===== src/rtl/video_pkg.sv =====
// Shared definitions for the video test-pattern source: colour constants,
// pattern mode encodings and raster arithmetic helpers.
package video_pkg;

  typedef enum logic [1:0] {
    MODE_BARS    = 2'd0,
    MODE_GRAD    = 2'd1,
    MODE_CHECKER = 2'd2,
    MODE_BOX     = 2'd3
  } video_mode_e;

  // 24-bit colours packed as {R,G,B}
  localparam logic [23:0] WHITE   = 24'hFF_FF_FF;
  localparam logic [23:0] YELLOW  = 24'hFF_FF_00;
  localparam logic [23:0] CYAN    = 24'h00_FF_FF;
  localparam logic [23:0] GREEN   = 24'h00_FF_00;
  localparam logic [23:0] MAGENTA = 24'hFF_00_FF;
  localparam logic [23:0] RED     = 24'hFF_00_00;
  localparam logic [23:0] BLUE    = 24'h00_00_FF;
  localparam logic [23:0] BLACK   = 24'h00_00_00;

  // Total pixels (or lines) in one raster period
  function automatic int unsigned video_total(input int unsigned visible,
                                              input int unsigned fp,
                                              input int unsigned pulse,
                                              input int unsigned bp);
    return visible + fp + pulse + bp;
  endfunction

  // Colour of bar number idx, left to right
  function automatic logic [23:0] bar_color(input logic [2:0] idx);
    logic [23:0] c;
    case (idx)
      3'd0:    c = WHITE;
      3'd1:    c = YELLOW;
      3'd2:    c = CYAN;
      3'd3:    c = GREEN;
      3'd4:    c = MAGENTA;
      3'd5:    c = RED;
      3'd6:    c = BLUE;
      default: c = BLACK;
    endcase
    return c;
  endfunction

endpackage


===== src/rtl/video_timing_gen.sv =====
// Raster timing core: hc/vc counters, sync/active decode and the origin,
// line-end and frame-end strobes. Decodes are combinational from the
// counter state; the top level registers them.
module video_timing_gen
  import video_pkg::*;
#(
  parameter int unsigned H_VISIBLE    = 640,
  parameter int unsigned H_FRONTPORCH = 16,
  parameter int unsigned H_PULSE      = 96,
  parameter int unsigned H_BACKPORCH  = 48,
  parameter int unsigned V_VISIBLE    = 480,
  parameter int unsigned V_FRONTPORCH = 10,
  parameter int unsigned V_PULSE      = 2,
  parameter int unsigned V_BACKPORCH  = 33,
  parameter int unsigned X_WIDTH      = 12,
  parameter int unsigned Y_WIDTH      = 12
) (
  input  logic               clk,
  input  logic               reset_n,
  input  logic               enable,
  output logic [X_WIDTH-1:0] hc,
  output logic [Y_WIDTH-1:0] vc,
  output logic               hsync_on,
  output logic               vsync_on,
  output logic               de_on,
  output logic               origin,
  output logic               line_end,
  output logic               frame_end
);

  localparam int unsigned H_TOTAL = video_total(H_VISIBLE, H_FRONTPORCH, H_PULSE, H_BACKPORCH);
  localparam int unsigned V_TOTAL = video_total(V_VISIBLE, V_FRONTPORCH, V_PULSE, V_BACKPORCH);

  localparam logic [X_WIDTH-1:0] H_LAST   = X_WIDTH'(H_TOTAL - 1);
  localparam logic [Y_WIDTH-1:0] V_LAST   = Y_WIDTH'(V_TOTAL - 1);
  localparam logic [X_WIDTH-1:0] H_VIS    = X_WIDTH'(H_VISIBLE);
  localparam logic [Y_WIDTH-1:0] V_VIS    = Y_WIDTH'(V_VISIBLE);
  localparam logic [X_WIDTH-1:0] HS_START = X_WIDTH'(H_VISIBLE + H_FRONTPORCH);
  localparam logic [X_WIDTH-1:0] HS_END   = X_WIDTH'(H_VISIBLE + H_FRONTPORCH + H_PULSE);
  localparam logic [Y_WIDTH-1:0] VS_START = Y_WIDTH'(V_VISIBLE + V_FRONTPORCH);
  localparam logic [Y_WIDTH-1:0] VS_END   = Y_WIDTH'(V_VISIBLE + V_FRONTPORCH + V_PULSE);

  // Every boundary value, including the totals, must be representable
  if ((H_TOTAL >> X_WIDTH) != 0) begin : g_bad_h_total
    $error("H timing total does not fit in X_WIDTH bits");
  end
  if ((V_TOTAL >> Y_WIDTH) != 0) begin : g_bad_v_total
    $error("V timing total does not fit in Y_WIDTH bits");
  end

  // Pixel/line counters; held at the frame origin while disabled
  always_ff @(posedge clk or negedge reset_n) begin
    // NOTE: state is updated with <= so every flop samples the pre-edge
    // values; blocking = here would make later reads see the new value.
    if (!reset_n) begin
      hc <= '0;
      vc <= '0;
    end else if (!enable) begin
      hc <= '0;
      vc <= '0;
    end else if (hc == H_LAST) begin
      hc <= '0;
      vc <= (vc == V_LAST) ? '0 : vc + Y_WIDTH'(1);
    end else begin
      hc <= hc + X_WIDTH'(1);
    end
  end

  assign hsync_on  = (hc >= HS_START) && (hc < HS_END);
  assign vsync_on  = (vc >= VS_START) && (vc < VS_END);
  assign de_on     = (hc < H_VIS) && (vc < V_VIS);
  assign origin    = enable && (hc == '0) && (vc == '0);
  assign line_end  = enable && (hc == H_LAST);
  assign frame_end = line_end && (vc == V_LAST);

endmodule


===== src/rtl/video_pattern_gen.sv =====
// Programmable-timing test-pattern source for dvi_tx. Wraps the raster
// timing core, generates one of four patterns and registers all outputs
// one cycle after the counter state they describe.
module video_pattern_gen
  import video_pkg::*;
#(
  parameter int unsigned H_VISIBLE    = 640,
  parameter int unsigned H_FRONTPORCH = 16,
  parameter int unsigned H_PULSE      = 96,
  parameter int unsigned H_BACKPORCH  = 48,
  parameter int unsigned V_VISIBLE    = 480,
  parameter int unsigned V_FRONTPORCH = 10,
  parameter int unsigned V_PULSE      = 2,
  parameter int unsigned V_BACKPORCH  = 33,
  parameter bit          H_SYNC       = 1'b0,
  parameter bit          V_SYNC       = 1'b0,
  parameter int unsigned X_WIDTH      = 12,
  parameter int unsigned Y_WIDTH      = 12,
  parameter int unsigned CHECKER_LOG2 = 4,
  parameter int unsigned BOX_SIZE     = 32,
  parameter int unsigned FRAME_WIDTH  = 16
) (
  input  logic                   clk,
  input  logic                   reset_n,
  input  logic                   enable,
  input  logic [1:0]             mode,
  input  logic [23:0]            fill_color,
  output logic                   vsync,
  output logic                   hsync,
  output logic                   de,
  output logic [23:0]            data,
  output logic [X_WIDTH-1:0]     x,
  output logic [Y_WIDTH-1:0]     y,
  output logic                   frame_start,
  output logic [FRAME_WIDTH-1:0] frame_count
);

  localparam int unsigned BAR_W = H_VISIBLE / 8;

  localparam logic [X_WIDTH-1:0] BAR_LAST = X_WIDTH'(BAR_W - 1);
  localparam logic [X_WIDTH-1:0] BX_LAST  = X_WIDTH'(H_VISIBLE - BOX_SIZE);
  localparam logic [Y_WIDTH-1:0] BY_LAST  = Y_WIDTH'(V_VISIBLE - BOX_SIZE);
  localparam logic [X_WIDTH-1:0] BOX_X    = X_WIDTH'(BOX_SIZE);
  localparam logic [Y_WIDTH-1:0] BOX_Y    = Y_WIDTH'(BOX_SIZE);

  if ((H_VISIBLE % 8) != 0 || H_VISIBLE < 8) begin : g_bad_h_visible
    $error("H_VISIBLE must be a non-zero multiple of 8");
  end
  if (BOX_SIZE < 1 || BOX_SIZE > H_VISIBLE || BOX_SIZE > V_VISIBLE) begin : g_bad_box
    $error("BOX_SIZE must be between 1 and the visible area");
  end
  if (CHECKER_LOG2 >= X_WIDTH || CHECKER_LOG2 >= Y_WIDTH) begin : g_bad_checker
    $error("CHECKER_LOG2 must index a bit of the pixel counters");
  end

  logic [X_WIDTH-1:0] hc;
  logic [Y_WIDTH-1:0] vc;
  logic               hsync_on;
  logic               vsync_on;
  logic               de_on;
  logic               origin;
  logic               line_end;
  logic               frame_end;

  video_timing_gen #(
    .H_VISIBLE   (H_VISIBLE),
    .H_FRONTPORCH(H_FRONTPORCH),
    .H_PULSE     (H_PULSE),
    .H_BACKPORCH (H_BACKPORCH),
    .V_VISIBLE   (V_VISIBLE),
    .V_FRONTPORCH(V_FRONTPORCH),
    .V_PULSE     (V_PULSE),
    .V_BACKPORCH (V_BACKPORCH),
    .X_WIDTH     (X_WIDTH),
    .Y_WIDTH     (Y_WIDTH)
  ) u_timing (
    .clk      (clk),
    .reset_n  (reset_n),
    .enable   (enable),
    .hc       (hc),
    .vc       (vc),
    .hsync_on (hsync_on),
    .vsync_on (vsync_on),
    .de_on    (de_on),
    .origin   (origin),
    .line_end (line_end),
    .frame_end(frame_end)
  );

  video_mode_e        mode_r;
  video_mode_e        mode_eff;
  logic [X_WIDTH-1:0] bar_pix;
  logic [2:0]         bar_idx;
  logic [X_WIDTH-1:0] bx;
  logic [Y_WIDTH-1:0] by;
  logic [7:0]         grad;
  logic               in_box;
  logic [23:0]        pixel;

  // Latch the pattern mode once per frame, at the origin
  always_ff @(posedge clk or negedge reset_n) begin
    if (!reset_n) begin
      mode_r <= MODE_BARS;
    end else if (origin) begin
      mode_r <= video_mode_e'(mode);
    end
  end

  // Bar position tracked by counting pixels, so no divider is needed
  always_ff @(posedge clk or negedge reset_n) begin
    if (!reset_n) begin
      bar_pix <= '0;
      bar_idx <= '0;
    end else if (!enable || line_end) begin
      bar_pix <= '0;
      bar_idx <= '0;
    end else if (bar_pix == BAR_LAST) begin
      bar_pix <= '0;
      bar_idx <= bar_idx + 3'd1;
    end else begin
      bar_pix <= bar_pix + X_WIDTH'(1);
    end
  end

  // Completed-frame count and moving-box origin, stepped at each frame end
  always_ff @(posedge clk or negedge reset_n) begin
    if (!reset_n) begin
      frame_count <= '0;
      bx          <= '0;
      by          <= '0;
    end else if (frame_end) begin
      frame_count <= frame_count + FRAME_WIDTH'(1);
      if (frame_count == '1) begin
        bx <= '0;
        by <= '0;
      end else begin
        bx <= (bx == BX_LAST) ? '0 : bx + X_WIDTH'(1);
        by <= (by == BY_LAST) ? '0 : by + Y_WIDTH'(1);
      end
    end
  end

  // Pattern select; the origin pixel already uses the newly sampled mode
  always_comb begin
    // NOTE: pixel gets a default before the case so no path leaves it
    // unassigned, which would otherwise infer a latch.
    pixel    = BLACK;
    mode_eff = origin ? video_mode_e'(mode) : mode_r;
    grad     = 8'(hc);
    in_box   = (hc >= bx) && ((hc - bx) < BOX_X) &&
               (vc >= by) && ((vc - by) < BOX_Y);
    case (mode_eff)
      MODE_BARS:    pixel = bar_color(bar_idx);
      MODE_GRAD:    pixel = {grad, grad, grad};
      MODE_CHECKER: pixel = (hc[CHECKER_LOG2] ^ vc[CHECKER_LOG2]) ? BLACK : WHITE;
      MODE_BOX:     pixel = in_box ? WHITE : fill_color;
      default:      pixel = BLACK;
    endcase
  end

  // Output registers: one cycle behind the counters, idle while disabled
  always_ff @(posedge clk or negedge reset_n) begin
    if (!reset_n) begin
      vsync       <= ~V_SYNC;
      hsync       <= ~H_SYNC;
      de          <= 1'b0;
      data        <= '0;
      x           <= '0;
      y           <= '0;
      frame_start <= 1'b0;
    end else if (!enable) begin
      vsync       <= ~V_SYNC;
      hsync       <= ~H_SYNC;
      de          <= 1'b0;
      data        <= '0;
      x           <= '0;
      y           <= '0;
      frame_start <= 1'b0;
    end else begin
      vsync       <= vsync_on ? V_SYNC : ~V_SYNC;
      hsync       <= hsync_on ? H_SYNC : ~H_SYNC;
      de          <= de_on;
      data        <= de_on ? pixel : '0;
      x           <= hc;
      y           <= vc;
      frame_start <= origin;
    end
  end

endmodule

===== config.mk =====
export PLATFORM = sky130hd
export DESIGN_NAME = video_pattern_gen
export DESIGN_NICKNAME = d
export VERILOG_FILES = /design/src/rtl/video_pkg.sv /design/src/rtl/video_timing_gen.sv /design/src/rtl/video_pattern_gen.sv
export SDC_FILE = /design/constraint.sdc
export NUM_CORES = 1
export LEC_CHECK = 0
export CAP_MARGIN = 20
export CORE_UTILIZATION = 50
export CTS_CLUSTER_DIAMETER = 120
export DETAILED_ROUTE_END_ITERATION = 8
export PLACE_DENSITY = 0.88
export SLEW_MARGIN = 10
export SYNTH_ARGS = -nofsm -noshare
export SYNTH_HDL_FRONTEND = slang
export SYNTH_SLANG_ARGS = --single-unit

===== constraint.sdc =====
create_clock -name clk -period 2.62 [get_ports clk]
set_clock_uncertainty 0.05 [all_clocks]
set_input_delay 0.524 -clock clk [delete_from_list [all_inputs] [get_ports clk]]
set_output_delay 0.524 -clock clk [all_outputs]
set_load 0.02 [all_outputs]

# Word-level counts from Yosys, hierarchy flattened
# Index checks and enable logic that the tools add are counted.
[totals]
in_bits = 29
elab_cells = 96
register_bits = 133
out_inout_bits = 68
[op_classes]
magnitude_cmp = 10
mux = 28
reduce_logical = 17
addsub = 9
n_bitwise = 1
n_eq_ne = 16
[ops]
columns = ["cell", "n"]
rows = [
  ["$pmux 24 s7", 1],
  ["$mux 12", 13],
  ["$mux 24", 4],
  ["$pmux 24 s4", 1],
  ["$add 12x1->12 const B", 5],
  ["$eq 12x10->1 const B", 3],
  ["$ge 12x12->1", 2],
  ["$logic_not 12->1", 2],
  ["$lt 12x10->1 const B", 2],
  ["$lt 12x6->1 const B", 2],
  ["$lt 12x9->1 const B", 2],
  ["$sub 12x12->12", 2],
  ["$add 16x1->16 const B", 1],
  ["$eq 16x16->1 const B", 1],
  ["$eq 12x7->1 const B", 1],
  ["$eq 12x9->1 const B", 1],
  ["$ge 12x10->1 const B", 1],
  ["$ge 12x9->1 const B", 1],
  ["$logic_and 1x1->1", 10],
  ["$eq 3x3->1 const B", 3],
  ["$eq 3x2->1 const B", 2],
  ["$mux 1", 6],
  ["$mux 3", 2],
  ["$eq 2x2->1 const B", 2],
  ["other kinds (11)", 11],
]

# Logic depth before layout (Yosys ltp)
[depth]
word_depth = 9
mapped_depth = 12
mapped_depth_nobuf = 10

# Hierarchy
# Synthesis repeated with hierarchy kept, for this count alone.
[hier_totals]
hier_cells = 737
hier_area_um2 = 7155.6
[modules_own_cells]
columns = ["module", "area_each_um2", "seq_area_each_um2", "instances", "cells_per_inst"]
rows = [
  ["video_pattern_gen", 5647.9, 2730.1, 1, 582],
  ["video_timing_gen", 1507.7, 600.6, 1, 155],
]

# Worst setup path before layout
# Ideal clock, no wire load.
[synth_timing]
kind = "register -> register"
from = "register bx[1]"
to = "register data[13]"
arrival_ns = 2.643
setup_slack_ns = -0.139
synth_period_minus_slack_ns = 2.759
path_stages_with_launch = 12
required_time_ns = 2.504
n_path_buf = 1
setup_ns = 0.066
path_cell_list = "dfrtp_1 inv_1 ha_1 nor2b_1 o31a_1 nor4_1 o41ai_1 or4b_2 nand3_1 o2111ai_2 buf_2 nand2_1"
[synth_between]
elab_chain_len = 9
word_cells_on_any_way = 10
cone_classes = "1 x add/sub; 2 x order compare; 4 x mux; 3 x reduce/logical"
[synth_lines]
columns = ["item", "line_no", "text"]
rows = [
  ["from (decl)", "video_pattern_gen.sv:94", "logic [X_WIDTH-1:0] bx;"],
  ["from (signal assigned)", "video_pattern_gen.sv:137", "bx <= (bx == BX_LAST) ? '0 : bx + X_WIDTH'(1);"],
  ["$sub 12x12->12", "video_pattern_gen.sv:150", "in_box = (hc >= bx) && ((hc - bx) < BOX_X) &&"],
  ["$lt 12x6->1", "video_pattern_gen.sv:150", ""],
  ["$logic_and 1x1->1 (*) (2 in series)", "video_pattern_gen.sv:150", ""],
  ["$logic_and 1x1->1 (*)", "video_pattern_gen.sv:151", "(vc >= by) && ((vc - by) < BOX_Y);"],
  ["$mux 24 (*)", "video_pattern_gen.sv:156", "MODE_BOX: pixel = in_box ? WHITE : fill_color;"],
  ["$pmux 24 s4 (*)", "video_pattern_gen.sv:152", "case (mode_eff)"],
  ["$mux 24 (*)", "video_pattern_gen.sv:183", "data <= de_on ? pixel : '0;"],
  ["$mux 24 (*)", "video_pattern_gen.sv:171", "end else if (!enable) begin"],
  ["to (signal assigned)", "video_pattern_gen.sv:183", ""],
  ["to (decl)", "video_pattern_gen.sv:31", "output logic [23:0] data,"],
]
# Mark *: on every way between the ends. The rest lies on a longest branch, timed or not.
# A chain may end at the register's enable or synchronous reset.

# Worst setup path after layout
[layout_timing]
from = "register u_timing.vc[6]"
to = "register data[14]"
[layout_between]
elab_chain_len = 7
word_cells_on_any_way = 18
cone_classes = "1 x add/sub; 3 x order compare; 3 x eq/ne; 5 x mux; 6 x reduce/logical"
[layout_lines]
columns = ["item", "line_no", "text"]
rows = [
  ["from (decl)", "video_timing_gen.sv:22", "output logic [Y_WIDTH-1:0] vc,"],
  ["from (signal assigned)", "video_timing_gen.sv:63", "vc <= (vc == V_LAST) ? '0 : vc + Y_WIDTH'(1);"],
  ["$sub 12x12->12 (tied with other cells)", "video_pattern_gen.sv:151", ""],
  ["$lt 12x6->1 (tied with other cells)", "video_pattern_gen.sv:151", ""],
  ["$logic_and 1x1->1 / $mux 2 (equally long branches)", "video_pattern_gen.sv:151, video_pattern_gen.sv:148", ""],
  ["$mux 24 (tied with other cells)", "video_pattern_gen.sv:156", ""],
  ["$pmux 24 s4", "video_pattern_gen.sv:152", ""],
  ["$mux 24 (*)", "video_pattern_gen.sv:183", ""],
  ["$mux 24 (*)", "video_pattern_gen.sv:171", ""],
]
# Marked as above.

==> results_dict.tcl <==
set metrics [dict create \
    grt_pass1_vias 6501 \
    fin_nets 1010 \
    r2r-start "u_timing.vc[6]$_DFFE_PN0P_" \
    finalWorstSetupSlack_ns -0.496 \
    fin_setup_tns_ns -11.20 \
    synth-edff-count 0 \
    top_layer_used "met4" \
    cts_tree "yes" \
    synthArstFlopShare_pct 100 \
    rrSetupSlack_ns -0.50 \
    area_growth_pct 39.8 \
    p_leak_nw 4.63 \
    hpwl_um 13700 \
    fin_crit_ns 3.12 \
    vias_per_cell 6.00 \
    dp_slack_ns -0.624 \
    cts_max_path_buffers 2 \
    muxShareOfSynthArea_pct 0.929 \
    layout_commonest_cell "dfrtp_1" \
    period_share_pct 119 \
    hp-class "register to register" \
    routed-via-count 6810 \
    dr_wl_met2_um 10800 \
    maxSlewViolCount 0 \
    synthXorXnorAreaFrac_pct 5.52 \
    syn_nets 819 \
    drive_above_1_share_pct 20.7 \
    synth_top_area_share_pct 45.9 \
    synthCells 751 \
    maxCapViolCount 0 \
    overflow 0 \
    htreeDepth 4 \
    cts_made_buffers 17 \
    reg2reg_to "data[14]$_DFF_PN0_" \
    yosysTopAreaCell "dfrtp_1" \
    fp.dieW_um 121 \
    core_area_um2 13900 \
    synth_top_family_by_area "simple AND/OR/NAND/NOR gates" \
    yosysWarnings 0 \
    rsz0062_at_grt "true" \
    crit_type "register to register" \
    ir_drop_mv 0.428 \
    start_util_pct 51.4 \
    setup_viol_count_final 24 \
    insertion_delay_ns 0.45 \
    grt_max_degree 63 \
    design_area_um2 9980 \
    nFillCells 877 \
    diodes 0 \
    multi_input_area_um2 3830 \
    crit_end "data[14]$_DFF_PN0_" \
    postPlaceCellArea_um2 8950 \
    synth_seq_cells 133 \
    met3_length_um 1820 \
    regArea_um2 3330 \
    ioPinCount 97 \
    drtAntennaViolNets 0 \
    fmax_ghz 0.321 \
    wl_per_cell_um 19.2 \
    crit_path_end_kind "register" \
    drt-initial-drc-count 1022 \
    start_kind "register" \
    critPathArrivalTime_ns 3.44 \
    yosysSeqAreaShare_pct 46.7 \
    synth-simple-area-share_pct 22.2 \
    clockRootBuffer "clkbuf_16" \
    clk_pin_slew_ns 0.06 \
    place.gp.congestion 0.944 \
    cp.required_ns 2.94 \
    synthDistinctLibCells 61 \
    relSlewSlack_pct 66.8 \
    violations "negative setup slack" \
    dr.pass1.iters 9 \
    synth_flop_cell "dfrtp_1" \
    reg2regPathDepth 9 \
    cts_sinks 133 \
    status "finished, violations left" \
    wl_met1_um 8200 \
    rows 43 \
    cellPowerDensity_nw_per_um2 560 \
    die_h_um 121 \
    cp_max_fo 12 \
    final_cell_mix "dfrtp_1, clkdlybuf4s50_1, buf_4, nand2_1, o21ai_0" \
    synth_area_leaders "dfrtp_1, ha_1, nand2_1, o21ai_0, xnor2_1" \
    synth-compound-area-share_pct 14.2 \
    tightest_slew_ns 0.494 \
    synthAdderAreaFrac_pct 6.84 \
    drc 0 \
    die_area_um2 14800 \
    port_buffers 96 \
    synth_area_per_cell_um2 9.50 \
    grt.total_usage_pct 28.5 \
    postRouteWirelength_um 21800 \
    startpoint "u_timing.vc[6]$_DFFE_PN0P_" \
    netlist_area_um2 7140 \
    report.final.hold_viol_count 0 \
    antenna_found_initial 0 \
    grt_pass1_wl_um 32200 \
]
==> state kept, by name, summed over array words and instances (netlist names), 2 cells and up <==
register / count
u_timing.vc: 12
frame_count: 16
bar_pix: 12
u_timing.hc: 12
x: 12
bx: 12
by: 12
data: 24
mode_r: 2
y: 12
bar_idx: 3
==> final cells by class <==
| class | count | share of cell area (%) |
|---|---|---|
| Clock buffer | 22 | 4.75 |
| Clock inverter | 10 | 1.78 |
| Inverter | 45 | 1.69 |
| Multi-Input combinational cell | 550 | 38.3 |
| Sequential cell | 133 | 33.4 |
| Tap cell | 180 | 2.26 |
| Timing Repair Buffer | 195 | 17.8 |
==> worst min-delay path by stage <==
stage,endpoint,depth (start not counted),from
finish,bar_pix[0]$_DFF_PN0_,1,bar_pix[0]$_DFF_PN0_
global route,bar_pix[0]$_DFF_PN0_,1,bar_pix[0]$_DFF_PN0_
CTS,bar_pix[0]$_DFF_PN0_,1,bar_pix[0]$_DFF_PN0_
detailed placement,bar_pix[0]$_DFF_PN0_,1,bar_pix[0]$_DFF_PN0_
global placement,bar_pix[0]$_DFF_PN0_,1,bar_pix[0]$_DFF_PN0_
floorplan,bar_idx[0]$_DFFE_PN0P_,0,reset_n
==> logic make-up (layout without fill, tap and decap cells) <==
kind of cell,after synthesis,count (layout)
adder cells (fa/ha/maj),39,39
buffers and inverters,68,272
multiplexers,6,6
flip-flops,133,133
AND/OR/NAND/NOR,305,305
XOR/XNOR,45,45
AO/OA/AOI/OAI,155,155
==> critical path, stage by stage, from the launching register on <==
cell	delay [ns]
dfrtp_1	0.45
ha_1	0.41
nand4_1	0.25
o41ai_2	0.55
a21oi_1	0.21
nor4b_1	0.44
buf_4	0.21
o2111ai_4	0.19
buf_12	0.21
nand2_1	0.09
==> what timing repair did <==
item	4_1_cts	5_1_grt
pin swaps	0	10
hold endpoints to repair	30	0
cloned	0	2
resized for setup	11	41
hold buffers	1	0
setup buffers	2	8
endpoints found under the setup margin	25	41
==> layer usage <==
metal	GRT usage [%]	vias to the layer above
met5	0	-
met4	14.7	0
met3	6.67	118
met2	46.7	439
met1	34.7	3223
li1	-	3030
==> cells in the mapped netlist, types with 2 or more instances <==
| cell type | number |
|---|---|
| xnor2_1 | 27 |
| inv_1 | 45 |
| o22ai_1 | 5 |
| buf_2 | 3 |
| nand2_1 | 84 |
| o31a_1 | 4 |
| mux2_2 | 2 |
| nor2_1 | 47 |
| clkbuf_1 | 20 |
| o2111ai_1 | 2 |
| or3_1 | 3 |
| ha_1 | 39 |
| nand3b_1 | 2 |
| and2_1 | 24 |
| o41ai_1 | 3 |
| a22oi_1 | 23 |
| o31ai_1 | 8 |
| a31oi_1 | 2 |
| xor2_1 | 18 |
| o21ai_0 | 54 |
| a21oi_1 | 23 |
| and3_1 | 15 |
| or2_2 | 7 |
| nor4b_1 | 4 |
| and4_1 | 4 |
| nand2b_1 | 10 |
| nor2b_1 | 9 |
| nor4_1 | 12 |
| o21a_1 | 4 |
| o211ai_1 | 3 |
| mux2i_1 | 3 |
| dfstp_2 | 2 |
| a21o_1 | 10 |
| nor3b_1 | 7 |
| dfrtp_1 | 131 |
| nor3_1 | 14 |
| and2_2 | 5 |
| nand3_1 | 38 |
| nand4_1 | 13 |
==> per-stage QoR <==
step	std cells	power [mW]	utilization (%)	hold slack, ns
after floorplan	751	2.53	-	0.178
after global placement	1090	2.86	64.4	0.393
after CTS	1125	5.53	69.9	0.434
final	1135	5.59	71.9	0.428
after global routing	1135	5.73	71.9	0.460
after detailed placement	1090	2.88	64.4	0.426
==> power by group <==
group	internal (mW)	switching (mW)
sequential	2.15	0.0471
combinational	0.337	0.398
clock	1.76	0.906
No activity file was read; power rests on OpenSTA's default activity.
